File: src/rtl/npc_idu_stage.sv
// Instruction-decode stage: decodes fetched {pc, inst} into a registered
// bundle for execute, with one skid entry behind the output register so
// that in_ready never depends combinationally on out_ready.
//
// Handshake: a transfer happens on a rising edge where valid and ready are
// both 1; a producer holding valid=1 keeps its payload stable until ready.
module npc_idu_stage #(
    parameter int          NREG     = 16,
    parameter logic [31:0] RESET_PC = 32'h80000000
) (
    input  logic        clk,
    input  logic        rstn,
    input  logic        flush,
    input  logic        in_valid,
    output logic        in_ready,
    input  logic [31:0] in_pc,
    input  logic [31:0] in_inst,
    output logic        out_valid,
    input  logic        out_ready,
    output logic [31:0] out_pc,
    output logic [31:0] out_inst,
    output logic [4:0]  out_rs1,
    output logic [4:0]  out_rs2,
    output logic [4:0]  out_rd,
    output logic [31:0] out_imm,
    output logic [2:0]  out_funct3,
    output logic        out_alt,
    output logic [3:0]  out_cls,
    output logic        out_rf_wen,
    output logic        out_ebreak,
    output logic        out_illegal
);

    typedef struct packed {
        logic [31:0] pc;
        logic [31:0] inst;
        logic [31:0] imm;
        logic [4:0]  rs1;
        logic [4:0]  rs2;
        logic [4:0]  rd;
        logic [2:0]  funct3;
        logic        alt;
        logic [3:0]  cls;
        logic        rf_wen;
        logic        ebreak;
        logic        illegal;
    } bundle_t;

    localparam logic [5:0] NREG_L = 6'(NREG);

    bundle_t dec;
    bundle_t out_q;
    bundle_t skid_q;
    logic    out_valid_q;
    logic    skid_valid_q;

    logic [3:0]  cls_raw;
    logic [31:0] imm_raw;
    logic        use_rd, use_rs1, use_rs2;
    logic        wen_cls;
    logic        reg_bad, sys_bad;

    // Combinational decode of the incoming instruction word.
    always_comb begin
        cls_raw = 4'd15;
        imm_raw = '0;
        use_rd  = 1'b0;
        use_rs1 = 1'b0;
        use_rs2 = 1'b0;
        wen_cls = 1'b0;
        unique case (in_inst[6:0])
            7'b0110111: begin cls_raw = 4'd0;  use_rd = 1'b1; wen_cls = 1'b1;
                              imm_raw = {in_inst[31:12], 12'b0}; end
            7'b0010111: begin cls_raw = 4'd1;  use_rd = 1'b1; wen_cls = 1'b1;
                              imm_raw = {in_inst[31:12], 12'b0}; end
            7'b1101111: begin cls_raw = 4'd2;  use_rd = 1'b1; wen_cls = 1'b1;
                              imm_raw = {{11{in_inst[31]}}, in_inst[31], in_inst[19:12],
                                         in_inst[20], in_inst[30:21], 1'b0}; end
            7'b1100111: begin cls_raw = 4'd3;  use_rd = 1'b1; use_rs1 = 1'b1; wen_cls = 1'b1;
                              imm_raw = {{20{in_inst[31]}}, in_inst[31:20]}; end
            7'b1100011: begin cls_raw = 4'd4;  use_rs1 = 1'b1; use_rs2 = 1'b1;
                              imm_raw = {{19{in_inst[31]}}, in_inst[31], in_inst[7],
                                         in_inst[30:25], in_inst[11:8], 1'b0}; end
            7'b0000011: begin cls_raw = 4'd5;  use_rd = 1'b1; use_rs1 = 1'b1; wen_cls = 1'b1;
                              imm_raw = {{20{in_inst[31]}}, in_inst[31:20]}; end
            7'b0100011: begin cls_raw = 4'd6;  use_rs1 = 1'b1; use_rs2 = 1'b1;
                              imm_raw = {{20{in_inst[31]}}, in_inst[31:25], in_inst[11:7]}; end
            7'b0010011: begin cls_raw = 4'd7;  use_rd = 1'b1; use_rs1 = 1'b1; wen_cls = 1'b1;
                              imm_raw = {{20{in_inst[31]}}, in_inst[31:20]}; end
            7'b0110011: begin cls_raw = 4'd8;  use_rd = 1'b1; use_rs1 = 1'b1; use_rs2 = 1'b1;
                              wen_cls = 1'b1; end
            7'b1110011: begin cls_raw = 4'd9;
                              imm_raw = {{20{in_inst[31]}}, in_inst[31:20]};
                              // CSR forms name rd; register forms (funct3[2]=0) also read rs1
                              use_rd  = (in_inst[14:12] != 3'b000);
                              use_rs1 = (in_inst[14:12] != 3'b000) && !in_inst[14]; end
            7'b0001111: begin cls_raw = 4'd10; end
            default:    begin cls_raw = 4'd15; end
        endcase

        reg_bad = (use_rd  && ({1'b0, in_inst[11:7]}  >= NREG_L)) ||
                  (use_rs1 && ({1'b0, in_inst[19:15]} >= NREG_L)) ||
                  (use_rs2 && ({1'b0, in_inst[24:20]} >= NREG_L));
        sys_bad = (cls_raw == 4'd9) && (in_inst[14:12] == 3'b000) &&
                  (in_inst != 32'h00000073) && (in_inst != 32'h00100073);

        dec         = '0;
        dec.pc      = in_pc;
        dec.inst    = in_inst;
        dec.rs1     = in_inst[19:15];
        dec.rs2     = in_inst[24:20];
        dec.rd      = in_inst[11:7];
        dec.funct3  = in_inst[14:12];
        dec.illegal = (in_inst[1:0] != 2'b11) || (cls_raw == 4'd15) || reg_bad || sys_bad;
        if (dec.illegal) begin
            dec.cls = 4'd15;
        end else begin
            dec.cls    = cls_raw;
            dec.imm    = imm_raw;
            dec.rf_wen = wen_cls && (in_inst[11:7] != 5'd0);
            dec.alt    = ((cls_raw == 4'd8) ||
                          ((cls_raw == 4'd7) && (in_inst[14:12] == 3'b101))) && in_inst[30];
            dec.ebreak = (in_inst == 32'h00100073);
        end
    end

    logic out_load;
    logic in_fire;
    assign out_load = !out_valid_q || out_ready;
    assign in_fire  = in_valid && in_ready;

    // Output register plus skid entry; the skid always drains before new input.
    always_ff @(posedge clk) begin
        if (!rstn) begin
            out_valid_q  <= 1'b0;
            skid_valid_q <= 1'b0;
            out_q        <= '0;
            out_q.pc     <= RESET_PC;
            skid_q       <= '0;
        end else if (flush) begin
            out_valid_q  <= 1'b0;
            skid_valid_q <= 1'b0;
        end else if (out_load) begin
            if (skid_valid_q) begin
                out_q        <= skid_q;
                out_valid_q  <= 1'b1;
                skid_valid_q <= 1'b0;
            end else if (in_fire) begin
                out_q       <= dec;
                out_valid_q <= 1'b1;
            end else begin
                out_valid_q <= 1'b0;
            end
        end else if (in_fire) begin
            skid_q       <= dec;
            skid_valid_q <= 1'b1;
        end
    end

    assign in_ready    = !skid_valid_q;
    assign out_valid   = out_valid_q;
    assign out_pc      = out_q.pc;
    assign out_inst    = out_q.inst;
    assign out_rs1     = out_q.rs1;
    assign out_rs2     = out_q.rs2;
    assign out_rd      = out_q.rd;
    assign out_imm     = out_q.imm;
    assign out_funct3  = out_q.funct3;
    assign out_alt     = out_q.alt;
    assign out_cls     = out_q.cls;
    assign out_rf_wen  = out_q.rf_wen;
    assign out_ebreak  = out_q.ebreak;
    assign out_illegal = out_q.illegal;

endmodule

File: config.mk
export PLATFORM = sky130hd
export DESIGN_NAME = npc_idu_stage
export DESIGN_NICKNAME = d
export VERILOG_FILES = /design/src/rtl/npc_idu_stage.sv
export SDC_FILE = /design/constraint.sdc
export NUM_CORES = 1
export LEC_CHECK = 0
export CAP_MARGIN = 20
export CORE_ASPECT_RATIO = 0.9
export CORE_MARGIN = 2
export CORE_UTILIZATION = 31
export CTS_BUF_LIST = sky130_fd_sc_hd__clkbuf_16
export CTS_CLUSTER_DIAMETER = 50
export DETAILED_ROUTE_END_ITERATION = 16
export SYNTH_ARGS = -nofsm -noshare
export SYNTH_HDL_FRONTEND = slang
export SYNTH_SLANG_ARGS = --single-unit
File: constraint.sdc
create_clock -name clk -period 6.7 [get_ports clk]
set_input_delay 0.67 -clock clk [delete_from_list [all_inputs] [get_ports clk]]
set_output_delay 0.67 -clock clk [all_outputs]
set_load 0.05 [all_outputs]
==> results of run 1 <==
-- worst paths after layout --
| check | cells past startpoint | slack, ns | start | endpoint |
|---|---|---|---|---|
| max reg2reg | 6 | 3.83 | skid_valid_q$_SDFFE_PP0P_ | out_imm[10]$_SDFFE_PN0P_ |
| max | 8 | 3.39 | in_inst[6] | skid_q[5]$_SDFFE_PN0P_ |
| min | 2 | 0.46 | skid_q[66]$_SDFFE_PN0P_ | skid_q[66]$_SDFFE_PN0P_ |
| min reg2reg | 2 | 0.46 | skid_q[66]$_SDFFE_PN0P_ | skid_q[66]$_SDFFE_PN0P_ |
-- where the power goes --
| group | internal, W | switching, W |
|---|---|---|
| sequential | 0.00129 | 0.0000294 |
| clock | 0.000874 | 0.000575 |
| combinational | 0.000175 | 0.000323 |
| total | 0.00234 | 0.000927 |
-- Yosys cell counts, types with 7 or more instances --
cell type,n
o21ai_0,55
nor2b_1,7
o2111ai_1,8
o31ai_1,29
nand3_1,53
inv_1,7
a21boi_0,66
buf_1,10
nand2_1,237
o211ai_1,12
nor4_1,11
nor3_1,12
buf_4,20
o211a_1,64
buf_2,9
dfxtp_1,210
mux2i_1,56
nand4bb_1,12
a21o_1,7
nand2b_1,8
a31oi_1,9
nor2_1,23
and2_1,10
clkbuf_1,79
a21oi_1,68
-- cells by family (layout without fill, tap and decap cells) --
kind of cell | count (synthesis) | after routing | share of synthesized area
simple gates | 399 | 399 | 0.195
compound gates | 341 | 341 | 0.252
flops | 210 | 210 | 0.431
buf+inv | 130 | 260 | 0.0621
mux | 56 | 56 | 0.0574
xor+xnor | 2 | 2 | 0.00180
other cells | 0 | 1 | 0
-- metrics by stage --
| step | worst slack (ns) | cells |
|---|---|---|
| 2_1_floorplan | 4.14 | 1138 |
| 3_3_place_gp | 2.97 | 1624 |
| 3_5_place_dp | 2.93 | 1625 |
| 4_1_cts | 3.44 | 1675 |
| 5_1_grt | 3.18 | 1677 |
| 6_report | 3.39 | 1678 |
-- worst register-to-register path: cells and delay by family (launching register included) --
kind | cells | cell delay, ns
AND/OR/NAND/NOR | 2 | 0.50
AO/OA/AOI/OAI | 2 | 0.17
flip-flops | 1 | 0.72
buffers and inverters | 2 | 1.33
-- state kept, by name (all words and copies together) (netlist names) --
register / flops
out_alt: 1
out_cls: 4
out_ebreak: 1
out_illegal: 1
out_imm: 32
out_inst: 32
out_pc: 32
out_rf_wen: 1
out_valid: 1
skid_q: 104
skid_valid_q: 1
-- layer usage --
metal | GRT usage | vias up | wire [um]
met3 | 0.0469 | 54 | 2700
met1 | 0.243 | 4143 | 13600
met4 | 0.0492 | 2 | 802
li1 | - | 4268 | -
met5 | 0 | - | 13
met2 | 0.284 | 344 | 13600
-- area by class of cell --
| cell class | count | area, um^2 |
|---|---|---|
| Antenna cell | 1 | 2.50 |
| Clock buffer | 28 | 701 |
| Clock inverter | 22 | 201 |
| Fill cell | 3094 | 18200 |
| Inverter | 7 | 26.3 |
| Multi-Input combinational cell | 798 | 4970 |
| Sequential cell | 210 | 4210 |
| Tap cell | 409 | 512 |
| Timing Repair Buffer | 203 | 2060 |
==> out/qor.txt, run 1 <==
post-synth top area share -> 0.431
CP Class -> in2reg
Die Ht -> 172 um
Die W -> 191 um
Vias/cell -> 5.25
post-route ant nets -> 0
Synth async-reset ratio -> 0
Initial Utilization -> 0.316
FF+latch count, synth -> 210
LEAKAGE -> 4.79 nW
Crit path buffers/inverters -> 2
synth top area cells -> dfxtp_1, nand2_1, o211a_1
wire per inst -> 18.3 um
drt first-iter violations -> 728
crit path max-delay cell type -> clkdlybuf4s50_1
MaxCap Viol Count -> 0
GRT Total Usage -> 0.180
hold_buf cts -> 0
RSZ-0062 raised after global routing -> no
max-slew violations -> 0
Post-Synthesis Cells -> 1,138
initial antenna violation count -> 2
area grow syn2layout -> 29.9%
Clock Tree Root -> clkbuf_16
H-tree levels -> 1
post-layout util -> 0.410
worst skew pair latency -> 0.54 ns
CTS Buffer Depth -> 3
vias in the first global route -> 8,241
ys flop type -> dfxtp_1
routed vias -> 8,811
outcome -> complete, no violations
DR pass1 iterations -> 6
post-synth cell types -> 60
CP Capture Type -> flop
cell taking the most area after synthesis -> dfxtp_1
Avg Inst Size Synth -> 8.57 um^2
Post-Syn Area -> 0.00976 mm^2
Sum Neg Setup Slack -> 0 ns
worst clock skew -> 0.0113 ns
grt ovf -> 0
Total Wirelength -> 30,700 um
# IOs -> 193
Least-Margin Pin Slew -> 1.06 ns
layout cells sized above 1 -> 0.0552
CTS tree -> built
row cnt -> 61
DIE AREA -> 0.0329 mm^2
post-route cell area -> 0.0127 mm^2
final routed DRC violation total -> 0
# resized after CTS -> 0
highest net fanout along the worst path -> 32
Overall Power -> 0.00327 W
Port Buffer Count -> 192
global-route wire length before repair -> 47,100 um
worst-path cell chain -> clkdlybuf4s50_1 > or3b_1 > nand2_1 > a32oi_2 > a2111oi_4 > buf_4 > and2_1 > a31oi_1
WHS -> 0.463 ns
Final Hold Fails -> 0
Routability Congestion -> 0.869
Area after DPL -> 0.0117 mm^2
period utilisation layout -> 0.494
slew margin rel. -> 0.293
clock-pin slew on the worst setup and hold paths -> 0.05 ns
number of synthesized flops with an enable pin -> 0
core area -> 0.0309 mm^2
WP data arrival -> 3.70 ns
Finish-stage setup viols -> 0
pin count of the biggest net entering global routing -> 174
post-synthesis net count -> 1,207
commonest cells after routing, fill and taps aside -> nand2_1, dfxtp_1, clkdlybuf4s50_1
clock period minus worst slack -> 3.31 ns
max incr delay on CP -> 0.82 ns
post-CTS setup repair buffer count -> 0
post-synthesis sequential area ratio -> 0.431
startpoint types -> primary input
IR Drop Worst-Case VDD -> 0.000216 V
critical path required time -> 7.09 ns
DP Wirelength -> 19,200 um
Nets -> 1,317
max frequency -> 302 MHz
crit-path leading delay family -> buffers and inverters
synthesis warning total -> 0
TritonCTS Buffers -> 28
worst hold path class -> reg2reg
CTS sink count -> 210
most common cell after layout, fill and taps aside -> nand2_1
Power Dens Cells -> 258 mW/mm^2
Note: power is estimated with default switching activity, not from simulation.
==> run 2, diff against run 1 <==
==> constraint.sdc (replaced) <==
create_clock -name clk -period 2.9 [get_ports clk]
set_input_delay 0.29 -clock clk [delete_from_list [all_inputs] [get_ports clk]]
set_output_delay 0.29 -clock clk [all_outputs]
set_load 0.05 [all_outputs]
==> out/qor.txt, run 2 (synthesis gave the netlist of run 1 again) <==
outcome -> complete, no violations
H-tree levels -> 1
Pint -> 0.00565 W
worst hold path class -> in2reg
wire per inst -> 17.9 um
CP Capture Type -> output pin
Reg power frac -> 0.392
IR Drop Worst-Case VDD -> 0.000471 V
clock-pin slew on the worst setup and hold paths -> 0.06 ns
highest net fanout along the worst path -> 47
max frequency -> 401 MHz
final cell count without fillers -> 1,729
Reg with most FFs -> skid_q
Power Dens Cells -> 594 mW/mm^2
Clock Tree Root -> clkbuf_16
post-CTS setup repair buffer count -> 0
layout cells sized above 1 -> 0.0948
cell total after placement -> 1,677
r2r setup slk -> 0.94 ns
Die W -> 191 um
CTS Buffer Depth -> 3
initial antenna violation count -> 2
GRT Total Usage -> 0.185
CP Class -> reg2out
Initial Utilization -> 0.316
hold_buf cts -> 0
Sum Neg Setup Slack -> 0 ns
Switch Pwr -> 0.00214 W
slew margin rel. -> 0.503
CTS tree -> built
core area -> 0.0309 mm^2
global-route wire length before repair -> 48,600 um
Die Ht -> 172 um
pin count of the biggest net entering global routing -> 72
area grow syn2layout -> 34.3%
switching share of total power -> 0.275
DIE AREA -> 0.0329 mm^2
Clk pwr share -> 0.453
critical path required time -> 2.61 ns
WP data arrival -> 2.20 ns
DR pass1 iterations -> 5
CTS sink count -> 210
worst clock skew -> 0.00873 ns
combinational share of power -> 0.154
startpoint types -> flop
Final Hold Fails -> 0
TritonCTS Buffers -> 28
Routability Congestion -> 0.868
Port Buffer Count -> 192
Vias/cell -> 5.17
row cnt -> 61
# resized after CTS -> 0
period utilisation layout -> 0.860
RSZ-0062 raised after global routing -> no
commonest cells after routing, fill and taps aside -> nand2_1, dfxtp_1, clkdlybuf4s50_1
most common cell after layout, fill and taps aside -> nand2_1
post-route cell area -> 0.0131 mm^2
Nets -> 1,367
routed vias -> 8,940
Area after DPL -> 0.0121 mm^2
Least-Margin Pin Slew -> 0.745 ns
# IOs -> 193
DP Wirelength -> 21,000 um
vias in the first global route -> 8,537
drt first-iter violations -> 681
clock period minus worst slack -> 2.49 ns
Finish-stage setup viols -> 0
post-layout util -> 0.424
max FFs per register -> 104
max-slew violations -> 0
worst skew pair latency -> 0.53 ns
final routed DRC violation total -> 0
grt ovf -> 0
post-route ant nets -> 0
LEAKAGE -> 5.06 nW
Total Wirelength -> 31,000 um
MaxCap Viol Count -> 0
[run 2: changes by cell type in the layout (fill, tap and decap cells not counted), sizes merged]
cell,previous run,this run
buf,12,63
clkbuf,28,30
clkinv,8,10
clkinvlp,4,2
inv,14,12
bufinv,3,4
clkdlybuf4s50,191,190
[run 2: stage by stage]
stage / hold WS [ns] / setup slack, ns / total power (W)
6_report: 0.168 / 0.407 / 0.00779
5_1_grt: 0.186 / 0.265 / 0.00808
4_1_cts: 0.153 / 0.415 / 0.00788
3_5_place_dp: 0.456 / -0.125 / 0.00432
3_3_place_gp: 0.449 / -0.112 / 0.00432
2_1_floorplan: 0.429 / 0.723 / 0.00384
[run 2: area by class of cell]
cell class                      count  area, um^2
Multi-Input combinational cell    798        4970
Sequential cell                   210        4210
Timing Repair Buffer              253        2430
Antenna cell                        1        2.50
Clock inverter                     21         213
Inverter                            7        26.3
Clock buffer                       30         751
Tap cell                          409         512
Fill cell                        3068       17800
[run 2: final timing paths]
path                                                 from                   endpoint  cells past startpoint
worst max register to register     out_valid$_SDFFE_PP0P_   out_imm[19]$_SDFFE_PN0P_                      7
worst min-delay path                                 rstn  out_inst[12]$_SDFFE_PN0P_                      2
worst max-delay path            skid_valid_q$_SDFFE_PP0P_                   in_ready                      4
worst min register to register   skid_q[110]$_SDFFE_PN0P_   skid_q[110]$_SDFFE_PN0P_                      2
[run 2: routing by layer]
metal,global-route usage,part of all wire
met1,0.247,0.45
met2,0.300,0.45
met5,0,0.00052
met3,0.0467,0.074
met4,0.0442,0.020
[run 2: worst max-delay path: stages, from the launching register on]
cell and delay, ns:
dfxtp_4 0.37, buf_4 0.45, inv_1 0.34, buf_4 0.27, buf_4 0.19
[run 2: power by group through the flow]
stage	Sequential (W)	Clock (W)	Combinational, W
floorplan	0.00342	0	0.000418
global placement	0.00312	0	0.00120
detailed placement	0.00312	0	0.00120
CTS	0.00306	0.00362	0.00121
global route	0.00307	0.00374	0.00128
finish	0.00305	0.00353	0.00120
